### src/rtl/dist_ranging_scheduler.sv
// Round-robin ranging sequencer: fires one distance sensor at a time and
// closes its slot on reply silence or on timeout, then waits a quiet gap.
module dist_ranging_scheduler #(
  parameter int unsigned NUM_CH         = 8,
  parameter int unsigned TRIG_CYCLES    = 1000,
  parameter int unsigned TIMEOUT_CYCLES = 2500000,
  parameter int unsigned IDLE_CYCLES    = 52083,
  parameter int unsigned GAP_CYCLES     = 50000,
  parameter int unsigned CNT_W          = 24,
  localparam int unsigned CH_W          = $clog2(NUM_CH)
) (
  input  logic              clk,
  input  logic              reset_n,
  input  logic              enable,
  input  logic              continuous,
  input  logic              start,
  input  logic [NUM_CH-1:0] ch_mask,
  input  logic [NUM_CH-1:0] rx_line,
  output logic [NUM_CH-1:0] trig,
  output logic [CH_W-1:0]   cur_ch,
  output logic              busy,
  output logic              slot_done,
  output logic              slot_timeout,
  output logic              round_done
);

  localparam int unsigned PTR_W = CH_W + 1;

  localparam logic [CNT_W-1:0] TrigLast = CNT_W'(TRIG_CYCLES - 1);
  localparam logic [CNT_W-1:0] ToLast   = CNT_W'(TIMEOUT_CYCLES - 1);
  localparam logic [CNT_W-1:0] IdleLast = CNT_W'(IDLE_CYCLES - 1);
  localparam logic [CNT_W-1:0] GapLast  = CNT_W'(GAP_CYCLES - 1);

  typedef enum logic [2:0] {
    StIdle,
    StSelect,
    StTrig,
    StWaitRx,
    StRxActive,
    StGap
  } state_e;

  state_e state_q, state_d;

  logic [CNT_W-1:0]  cnt_q, cnt_d;
  logic [CNT_W-1:0]  idle_q, idle_d;
  logic [PTR_W-1:0]  ptr_q, ptr_d;
  logic [CH_W-1:0]   cur_q, cur_d;
  logic              done_q, done_d;
  logic              to_q, to_d;
  logic              rd_q, rd_d;
  logic              rend_q, rend_d;
  logic [NUM_CH-1:0] rx_meta_q, rx_sync_q;

  logic              sel_found;
  logic [CH_W-1:0]   sel_ch;
  logic              more_above;
  logic [CNT_W-1:0]  cnt_inc;
  logic              timeout_hit;
  logic              rx_now;
  logic              slot_end;
  logic              slot_end_to;

  // Two-flop synchronizer; lines idle high so reset to ones.
  always_ff @(posedge clk or negedge reset_n) begin
    if (!reset_n) begin
      rx_meta_q <= '1;
      rx_sync_q <= '1;
    end else begin
      rx_meta_q <= rx_line;
      rx_sync_q <= rx_meta_q;
    end
  end

  // Channel scans: lowest enabled channel at or above ptr, and whether any
  // enabled channel lies above the current one (end-of-round detection).
  always_comb begin
    sel_found  = 1'b0;
    sel_ch     = '0;
    more_above = 1'b0;
    for (int i = NUM_CH - 1; i >= 0; i--) begin
      if (ch_mask[i] && (PTR_W'(i) >= ptr_q)) begin
        sel_found = 1'b1;
        sel_ch    = CH_W'(i);
      end
      if (ch_mask[i] && (CH_W'(i) > cur_q)) begin
        more_above = 1'b1;
      end
    end
  end

  // State and datapath registers.
  always_ff @(posedge clk or negedge reset_n) begin
    if (!reset_n) begin
      state_q <= StIdle;
      cnt_q   <= '0;
      idle_q  <= '0;
      ptr_q   <= '0;
      cur_q   <= '0;
      done_q  <= 1'b0;
      to_q    <= 1'b0;
      rd_q    <= 1'b0;
      rend_q  <= 1'b0;
    end else begin
      state_q <= state_d;
      cnt_q   <= cnt_d;
      idle_q  <= idle_d;
      ptr_q   <= ptr_d;
      cur_q   <= cur_d;
      done_q  <= done_d;
      to_q    <= to_d;
      rd_q    <= rd_d;
      rend_q  <= rend_d;
    end
  end

  // Next-state logic: slot sequencing, timeout and reply-idle detection.
  always_comb begin
    state_d     = state_q;
    idle_d      = idle_q;
    ptr_d       = ptr_q;
    cur_d       = cur_q;
    done_d      = 1'b0;
    to_d        = to_q;
    rd_d        = 1'b0;
    rend_d      = rend_q;
    slot_end    = 1'b0;
    slot_end_to = 1'b0;

    // Counter saturates rather than wrapping.
    cnt_inc     = (cnt_q == '1) ? cnt_q : cnt_q + CNT_W'(1);
    cnt_d       = cnt_inc;
    timeout_hit = (cnt_q >= ToLast);
    rx_now      = rx_sync_q[cur_q];

    if (!enable) begin
      state_d = StIdle;
      ptr_d   = '0;
      cnt_d   = '0;
    end else begin
      unique case (state_q)
        StIdle: begin
          cnt_d = '0;
          if ((start || continuous) && (|ch_mask)) begin
            state_d = StSelect;
            ptr_d   = '0;
          end
        end
        StSelect: begin
          cnt_d  = '0;
          idle_d = '0;
          if (sel_found) begin
            cur_d   = sel_ch;
            state_d = StTrig;
          end else if (continuous && (|ch_mask)) begin
            ptr_d = '0;
          end else begin
            state_d = StIdle;
            ptr_d   = '0;
          end
        end
        StTrig: begin
          if (timeout_hit) begin
            slot_end    = 1'b1;
            slot_end_to = 1'b1;
          end else if (cnt_q == TrigLast) begin
            state_d = StWaitRx;
          end
        end
        StWaitRx: begin
          if (timeout_hit) begin
            slot_end    = 1'b1;
            slot_end_to = 1'b1;
          end else if (!rx_now) begin
            state_d = StRxActive;
            idle_d  = '0;
          end
        end
        StRxActive: begin
          // Timeout is checked first so it wins over a coincident idle end.
          if (timeout_hit) begin
            slot_end    = 1'b1;
            slot_end_to = 1'b1;
          end else if (!rx_now) begin
            idle_d = '0;
          end else if (idle_q == IdleLast) begin
            slot_end = 1'b1;
          end else begin
            idle_d = idle_q + CNT_W'(1);
          end
        end
        StGap: begin
          if (cnt_q == GapLast) begin
            if (rend_q) begin
              ptr_d   = '0;
              state_d = continuous ? StSelect : StIdle;
            end else begin
              ptr_d   = {1'b0, cur_q} + PTR_W'(1);
              state_d = StSelect;
            end
          end
        end
        default: state_d = StIdle;
      endcase

      if (slot_end) begin
        state_d = StGap;
        cnt_d   = '0;
        done_d  = 1'b1;
        to_d    = slot_end_to;
        rd_d    = !more_above;
        rend_d  = !more_above;
      end
    end
  end

  // Outputs: trigger is decoded from state, pulses come from registers.
  always_comb begin
    trig = '0;
    if (state_q == StTrig) begin
      trig[cur_q] = 1'b1;
    end
  end

  assign busy         = (state_q != StIdle);
  assign cur_ch       = cur_q;
  assign slot_done    = done_q;
  assign slot_timeout = to_q;
  assign round_done   = rd_q;

endmodule

### config.mk
export PLATFORM = sky130hd
export DESIGN_NAME = dist_ranging_scheduler
export DESIGN_NICKNAME = d
export VERILOG_FILES = /design/src/rtl/dist_ranging_scheduler.sv
export SDC_FILE = /design/constraint.sdc
export NUM_CORES = 1
export LEC_CHECK = 0
export CORE_MARGIN = 8
export CORE_UTILIZATION = 45
export CTS_CLUSTER_SIZE = 24
export DETAILED_ROUTE_END_ITERATION = 6
export GPL_ROUTABILITY_DRIVEN = 0
export PLACE_DENSITY = 0.69
export REMOVE_ABC_BUFFERS = 1
export SETUP_SLACK_MARGIN = 0.4
export SLEW_MARGIN = 20
export SYNTH_ARGS = -nofsm -noshare
export SYNTH_HDL_FRONTEND = slang
export SYNTH_SLANG_ARGS = --single-unit
export TNS_END_PERCENT = 20
### constraint.sdc
create_clock -name clk -period 2.3 [get_ports clk]
set_input_delay 0.23 -clock clk [delete_from_list [all_inputs] [get_ports clk]]
set_output_delay 0.23 -clock clk [all_outputs]
set_load 0.1 [all_outputs]
==> impl_metrics.py, run 1 <==
metrics = {
    "status": {
        "outcome": "finished, violations left",
        "violations": "hold timing, setup timing",
    },
    "placed_design": {
        "io_buffers": 35,
        "dp_cells": 725,
        "post_dp_cell_area_um2": 5590,
        "hpwl_mm": 8.72,
        "preCtsSetupSlack_ps": -222,
    },
    "cells_and_area": {
        "layout-drive-gt1-share_pct": 36.7,
        "finish.instance_area_um2": 6280,
        "nets": 644,
        "final_cells": 754,
        "diodes": 0,
        "finish.utilization_pct": 65.2,
        "area_delta_synth_final_pct": 43.1,
        "nFillCells": 775,
    },
    "power": {
        "power_frac_seq_pct": 30.7,
        "pwr-share-clk_pct": 20.9,
        "intPower_mw": 2.98,
        "ir_drop_uv": 428,
        "combPwrFrac_pct": 48.4,
        "p_per_area_nw_per_um2": 829,
        "p_total_mw": 5.21,
        "p_leak_nw": 2.65,
        "p_sw_mw": 2.23,
        "p_sw_share_pct": 42.8,
    },
    "global_routing": {
        "grt_use_total_pct": 19.3,
        "grt_pass1_wl_mm": 20.5,
        "grt_max_degree": 68,
        "grt_overflow": 0,
        "antenna_found_initial": 0,
        "grt_pass1_vias": 4298,
    },
    "logic_synthesis": {
        "synth_compound_area_share_pct": 14.6,
        "synth_xor_area_share_pct": 4.59,
        "synth_top_family_by_area": "simple AND/OR/NAND/NOR gates",
        "avgSynthCellArea_um2": 9.09,
        "ys_seq_area_share_pct": 44.9,
        "synthAdderAreaFrac_pct": 1.99,
        "synth_edf_count": 0,
        "synthCells": 483,
        "yosys.area.top_type_share_pct": 35.3,
        "synth-simple-area-share_pct": 28.8,
        "yosys_warnings": 0,
        "ys_ff_latch": 78,
        "synth_area_leader_cell": "dfrtp_1",
        "synthTopCellsByArea": "dfrtp_1 (35%), dfstp_2 (9.6%), nor2_1 (4.9%)",
        "netlist_area_um2": 4390,
        "synth_cell_types": 61,
        "muxShareOfSynthArea_pct": 2.37,
        "ys.flop_type": "dfrtp_1",
        "async_flop_share_pct": 100,
    },
    "clock_tree": {
        "numCtsBuffers": 9,
        "ctsHtreeMaxLevel": 3,
        "root_buffer": "clkbuf_8",
        "clock_latency_ps": 350,
        "clock-sinks": 78,
        "cts_tree": "built",
        "clk_pin_slew_ps": 90,
        "cts.path.max_buffers": 2,
    },
    "hold_path": {
        "hp-class": "input port to async pin",
    },
    "critical_path": {
        "crit_fanout": 4,
        "end_kind": "flip-flop",
        "rr_worst_depth": 7,
        "r2r_end": "state_q[2]$_DFFE_PN0P_",
        "crit_type": "flip-flop to flip-flop",
        "crit_arrival_ps": 2850,
        "worstPathRequired_ps": 2580,
        "r2r-start": "cnt_q[23]$_DFFE_PN0P_",
        "start_kind": "flip-flop",
        "reg2reg_slack_ps": -270,
    },
    "routing": {
        "drc": 0,
        "ant_nets": 0,
        "routed_wirelength_mm": 12.8,
        "vias": 4357,
        "drt_first_pass_iters": 5,
        "avgRoutedWirePerCell_um": 17.0,
        "drt_iter0_drc": 355,
        "vias_per_cell": 5.78,
    },
    "floorplan": {
        "rows": 36,
        "die_w_um": 115,
        "dieArea_um2": 13200,
        "start_util_pct": 45.5,
        "die_h_um": 115,
        "coreArea_um2": 9640,
        "ios": 36,
    },
    "sta": {
        "setup_viol": 54,
        "clock_skew_ps": 11.8,
        "hold_viol": 26,
        "fin_ws_ps": -275,
        "final_max_slew_viol_count": 0,
        "max_freq_mhz": 388,
        "slew_headroom_pct": 43.0,
        "grt_setup_unrepaired": "true",
        "period_minus_slack_ps": 2570,
        "setup-tns-final_ps": -7690,
        "worstMarginPinSlew_ps": 855,
        "timing.hold.ws_ps": -12.4,
        "period_share_pct": 112,
    },
    "job": {
        "maxCapViolCount": 0,
    },
}
[registers in the layout (all words and copies together) (netlist names)]
name and flops:
slot_timeout 1, state_q 3, slot_done 1, cnt_q 24, round_done 1, rx_meta_q 8
rend_q 1, cur_ch 3, ptr_q 4, idle_q 24, rx_sync_q 8
[cells in the mapped netlist (3+ instances only)]
cell type  number
nor2b_1         5
mux2_2          3
or3_1           9
a31oi_1         8
xor2_1         10
clkbuf_1       11
xnor2_1        13
a21boi_0        3
o21ai_0        27
a211o_1         3
and3_1         11
nor3_1         20
or4_1           8
nand2_1        44
nor2_1         57
nand3_1        25
mux2i_1         7
a21oi_1        17
nor4_1         10
nand3b_1        4
nand4_1        16
dfrtp_1        62
dfstp_2        16
inv_1          15
buf_2           4
ha_1            7
o31ai_1        13
nand2b_1       11
[cell type report]
cell class | instances | area [um^2] | share of cell area [%]
tap | 133 | 166 | 2.65
inverter | 15 | 56.3 | 0.896
multi-input combinational | 374 | 2620 | 41.7
timing repair buffer | 138 | 1260 | 20.1
sequential | 78 | 1970 | 31.4
clock buffer | 9 | 124 | 1.97
clock inverter | 7 | 78.8 | 1.25
[layer usage]
layer	share of wire, %	vias up	global-route usage [%]
li1	-	2038	-
met1	41	2111	24.7
met2	51	181	32.4
met3	6.0	27	3.73
met4	1.9	0	5.87
met5	0	-	0
[placed cells by master, fill, tap and decap left out, drive strengths merged, types with 3 or more instances in the layout]
master / Yosys / routed
buf: 5 / 117
dfrtp: 62 / 62
nor2: 57 / 57
nand2: 45 / 45
o21ai: 29 / 29
nand3: 26 / 26
nor3: 20 / 20
clkdlybuf4s50: 0 / 19
inv: 15 / 19
a21oi: 19 / 19
nand4: 16 / 16
dfstp: 16 / 16
o31ai: 14 / 14
xnor2: 13 / 13
and3: 12 / 12
nand2b: 11 / 11
clkbuf: 11 / 11
nor4: 11 / 11
xor2: 10 / 10
or3: 9 / 9
or4: 9 / 9
a31oi: 8 / 8
mux2i: 7 / 7
ha: 7 / 7
nor2b: 5 / 5
nand3b: 4 / 4
or4b: 4 / 4
a211o: 3 / 3
mux2: 3 / 3
a21boi: 3 / 3
o311ai: 3 / 3
[how the worst max path moves through the flow]
| stage | cells after the start | startpoint | slack (ps) | end |
|---|---|---|---|---|
| 2_1_floorplan | 2 | cur_ch[2]$_DFFE_PN0P_ | -1360 | trig[4] |
| 3_3_place_gp | 7 | cnt_q[23]$_DFFE_PN0P_ | -140 | state_q[1]$_DFFE_PN0P_ |
| 3_5_place_dp | 7 | ch_mask[3] | -220 | state_q[0]$_DFFE_PN0P_ |
| 4_1_cts | 7 | cnt_q[23]$_DFFE_PN0P_ | -230 | state_q[1]$_DFFE_PN0P_ |
| 5_1_grt | 7 | cnt_q[23]$_DFFE_PN0P_ | -390 | state_q[2]$_DFFE_PN0P_ |
| 6_report | 7 | cnt_q[23]$_DFFE_PN0P_ | -270 | state_q[2]$_DFFE_PN0P_ |
[power by group through the flow]
stage          combinational (mW)  sequential (mW)  clock [mW]
6_report                     2.52             1.60        1.09
5_1_grt                      2.68             1.61        1.18
4_1_cts                      2.22             1.58        1.11
3_5_place_dp                 2.11             1.60           0
3_3_place_gp                 2.06             1.60           0
2_1_floorplan               0.991             1.82           0
[worst max-delay path, cell delays in order, from the launching register on]
cell	delay (ps)
dfrtp_1	390
or4_4	560
nor4_4	240
a21oi_4	140
or2_4	290
or4b_4	540
o2111ai_1	150
nor3b_2	210
[repair_timing]
item | in CTS | in global routing
setup endpoints to repair | 68 | 68
pin swaps | 17 | 14
hold buffers | 0 | 0
resized for setup | 25 | 73
setup buffers | 4 | 7
cloned | 0 | 2
endpoints found under the hold margin | 0 | 0
[logic make-up after synthesis]
group	after synthesis
muxes	10
xor gates and xnor gates	23
AOI/OAI and AO/OA	95
and+or+nand+nor	239
adders and majority gates	7
buffers and inverters	31
DFF	78
No activity file was read; power rests on OpenSTA's default activity.
==> run 2, diff against run 1 <==
--- a/config.mk
+++ b/config.mk
@@ -11,7 +11,6 @@
 export DETAILED_ROUTE_END_ITERATION = 6
 export GPL_ROUTABILITY_DRIVEN = 0
 export PLACE_DENSITY = 0.69
-export REMOVE_ABC_BUFFERS = 1
 export SETUP_SLACK_MARGIN = 0.4
 export SLEW_MARGIN = 20
 export SYNTH_ARGS = -nofsm -noshare
==> run 2 against run 1 <==
The run ends with setup timing left. Worst hold slack gained 280 ps. Global-route usage grew 0.42 points. Clock power barely moved. First-iteration DRC count down 14%. Sequential share of layout area is 0.28 points higher. Largest power group unchanged. Cell count down 0.53%. Core utilization is 0.30 points lower. Count of clock-buffer cells in the layout is 3 higher.
==> impl_metrics.py, run 2 (same netlist as run 1, synthesis figures left out) <==
metrics = {
    "status": {
        "outcome": "finished, violations left",
        "violations": "setup timing",
    },
    "floorplan": {
        "die_h_um": 115,
        "coreArea_um2": 9640,
        "rows": 36,
        "ios": 36,
        "start_util_pct": 45.5,
        "die_w_um": 115,
        "dieArea_um2": 13200,
    },
    "routing": {
        "vias": 4255,
        "routed_wirelength_mm": 12.7,
        "drt_iter0_drc": 307,
        "vias_per_cell": 5.67,
        "ant_nets": 0,
        "drt_first_pass_iters": 5,
        "drc": 0,
        "avgRoutedWirePerCell_um": 16.9,
    },
    "sta": {
        "hold_viol": 0,
        "fin_ws_ps": -243,
        "slew_headroom_pct": 64.8,
        "period_share_pct": 111,
        "clock_skew_ps": 10.8,
        "worstMarginPinSlew_ps": 521,
        "grt_setup_unrepaired": "true",
        "final_max_slew_viol_count": 0,
        "period_minus_slack_ps": 2540,
        "max_freq_mhz": 393,
        "setup_viol": 53,
        "setup-tns-final_ps": -8020,
    },
    "power": {
        "intPower_mw": 3.02,
        "pwr-share-clk_pct": 21.1,
        "p_sw_mw": 2.19,
        "combPwrFrac_pct": 48.4,
        "p_per_area_nw_per_um2": 833,
        "p_leak_nw": 2.63,
        "p_sw_share_pct": 42.0,
        "power_frac_seq_pct": 30.5,
        "ir_drop_uv": 611,
    },
    "placed_design": {
        "hpwl_mm": 9.05,
        "preCtsSetupSlack_ps": -284,
        "io_buffers": 35,
        "dp_cells": 720,
    },
    "clock_tree": {
        "clk_pin_slew_ps": 80,
        "ctsHtreeMaxLevel": 3,
        "clock-sinks": 78,
        "cts_tree": "built",
        "cts.path.max_buffers": 2,
        "root_buffer": "clkbuf_8",
        "clock_latency_ps": 370,
        "numCtsBuffers": 9,
    },
    "cells_and_area": {
        "finish.utilization_pct": 64.9,
        "largestRegisters": "cnt_q (24), idle_q (24)",
        "mostFrequentLayoutCell": "buf_4",
        "layout-drive-gt1-share_pct": 33.4,
        "area_delta_synth_final_pct": 42.5,
        "final_cells": 750,
        "diodes": 0,
        "nFillCells": 802,
        "mostFrequentLayoutCells": "buf_4 (97), dfrtp_1 (59), nor2_1 (50)",
        "nets": 640,
    },
    "critical_path": {
        "critPathSlowestCell": "or4_4",
        "crit_type": "flip-flop to flip-flop",
        "crit_chain": "or4_4 > nor4_4 > a21oi_4 > or2_4 > or4b_4 > a21boi_0 > o22ai_1",
        "start_kind": "flip-flop",
        "end_kind": "flip-flop",
        "worstPathRequired_ps": 2570,
        "slowest_delay_ps": 560,
        "crit_arrival_ps": 2820,
        "crit_fanout": 4,
    },
    "global_routing": {
        "grt_max_degree": 40,
        "grt_overflow": 0,
        "antenna_found_initial": 0,
        "grt_pass1_vias": 4249,
        "grt_use_met2_pct": 33.0,
        "grt_use_total_pct": 19.7,
        "use_met3_pct": 3.52,
        "grt_pass1_wl_mm": 20.7,
        "grt_use_met1_pct": 24.4,
        "busiest_layer": "met2",
    },
    "logic_synthesis": {
        "syn-num-nets": 511,
    },
    "hold_path": {
        "hp-class": "input port to flip-flop",
    },
    "job": {
        "maxCapViolCount": 0,
    },
}
## run 2: critical path, delay by kind of cell, from the launching register on
family             cells  cell delay [ps]
AOI/OAI and AO/OA      3              460
DFF                    1              390
and+or+nand+nor        4             1610
## run 2: layout make-up
cell class | count | area, um^2 | share of cell area [%]
Multi-Input combinational cell | 375 | 2630 | 42.0
Sequential cell | 78 | 1980 | 31.7
Timing Repair Buffer | 133 | 1200 | 19.2
Clock buffer | 12 | 188 | 3.00
Tap cell | 133 | 166 | 2.66
Inverter | 15 | 56.3 | 0.900
Clock inverter | 4 | 32.5 | 0.520
## run 2: power by group through the flow
stage | registers [mW] | clock network, mW | logic, mW
finish | 1.59 | 1.10 | 2.52
global route | 1.61 | 1.18 | 2.69
CTS | 1.59 | 1.12 | 2.28
detailed placement | 1.61 | 0 | 2.12
global placement | 1.61 | 0 | 2.07
floorplan | 1.78 | 0 | 1.23
## run 2: what timing repair did
action	4_1_cts	5_1_grt
cloned	1	0
gates resized for setup	16	54
endpoints found under the setup margin	68	68
hold buffers	1	0
pin swaps	9	13
buffers inserted	7	5
endpoints found under the hold margin	37	0
## run 2: stage by stage
stage	hold slack, ps	instance area [um^2]	power (mW)
2_1_floorplan	-65.6	4500	3.02
3_3_place_gp	229	5630	3.68
3_5_place_dp	243	5630	3.73
4_1_cts	249	6000	5.00
5_1_grt	248	6250	5.48
6_report	267	6250	5.21
## run 2: worst paths after layout
check                      cells past startpoint              startpoint                endpoint  slack, ps
max reg2reg                                    7   cnt_q[23]$_DFFE_PN0P_  state_q[1]$_DFFE_PN0P_       -240
min                                            1              rx_line[3]  rx_meta_q[3]$_DFF_PN1_        270
min reg2reg                                    0  rx_meta_q[6]$_DFF_PN1_  rx_sync_q[6]$_DFF_PN1_        360
max                                            7   cnt_q[23]$_DFFE_PN0P_  state_q[1]$_DFFE_PN0P_       -240
max in group asynchronous                      3                 reset_n  rx_meta_q[5]$_DFF_PN1_       1210
min in group asynchronous                      2                 reset_n    cnt_q[1]$_DFFE_PN0P_        380
## run 2: per-layer routing
metal  wire [um]  vias up
li1            -     2036
met1        5600     2118
met2        6360       83
met3         523       18
met4         221        0
met5           0        -
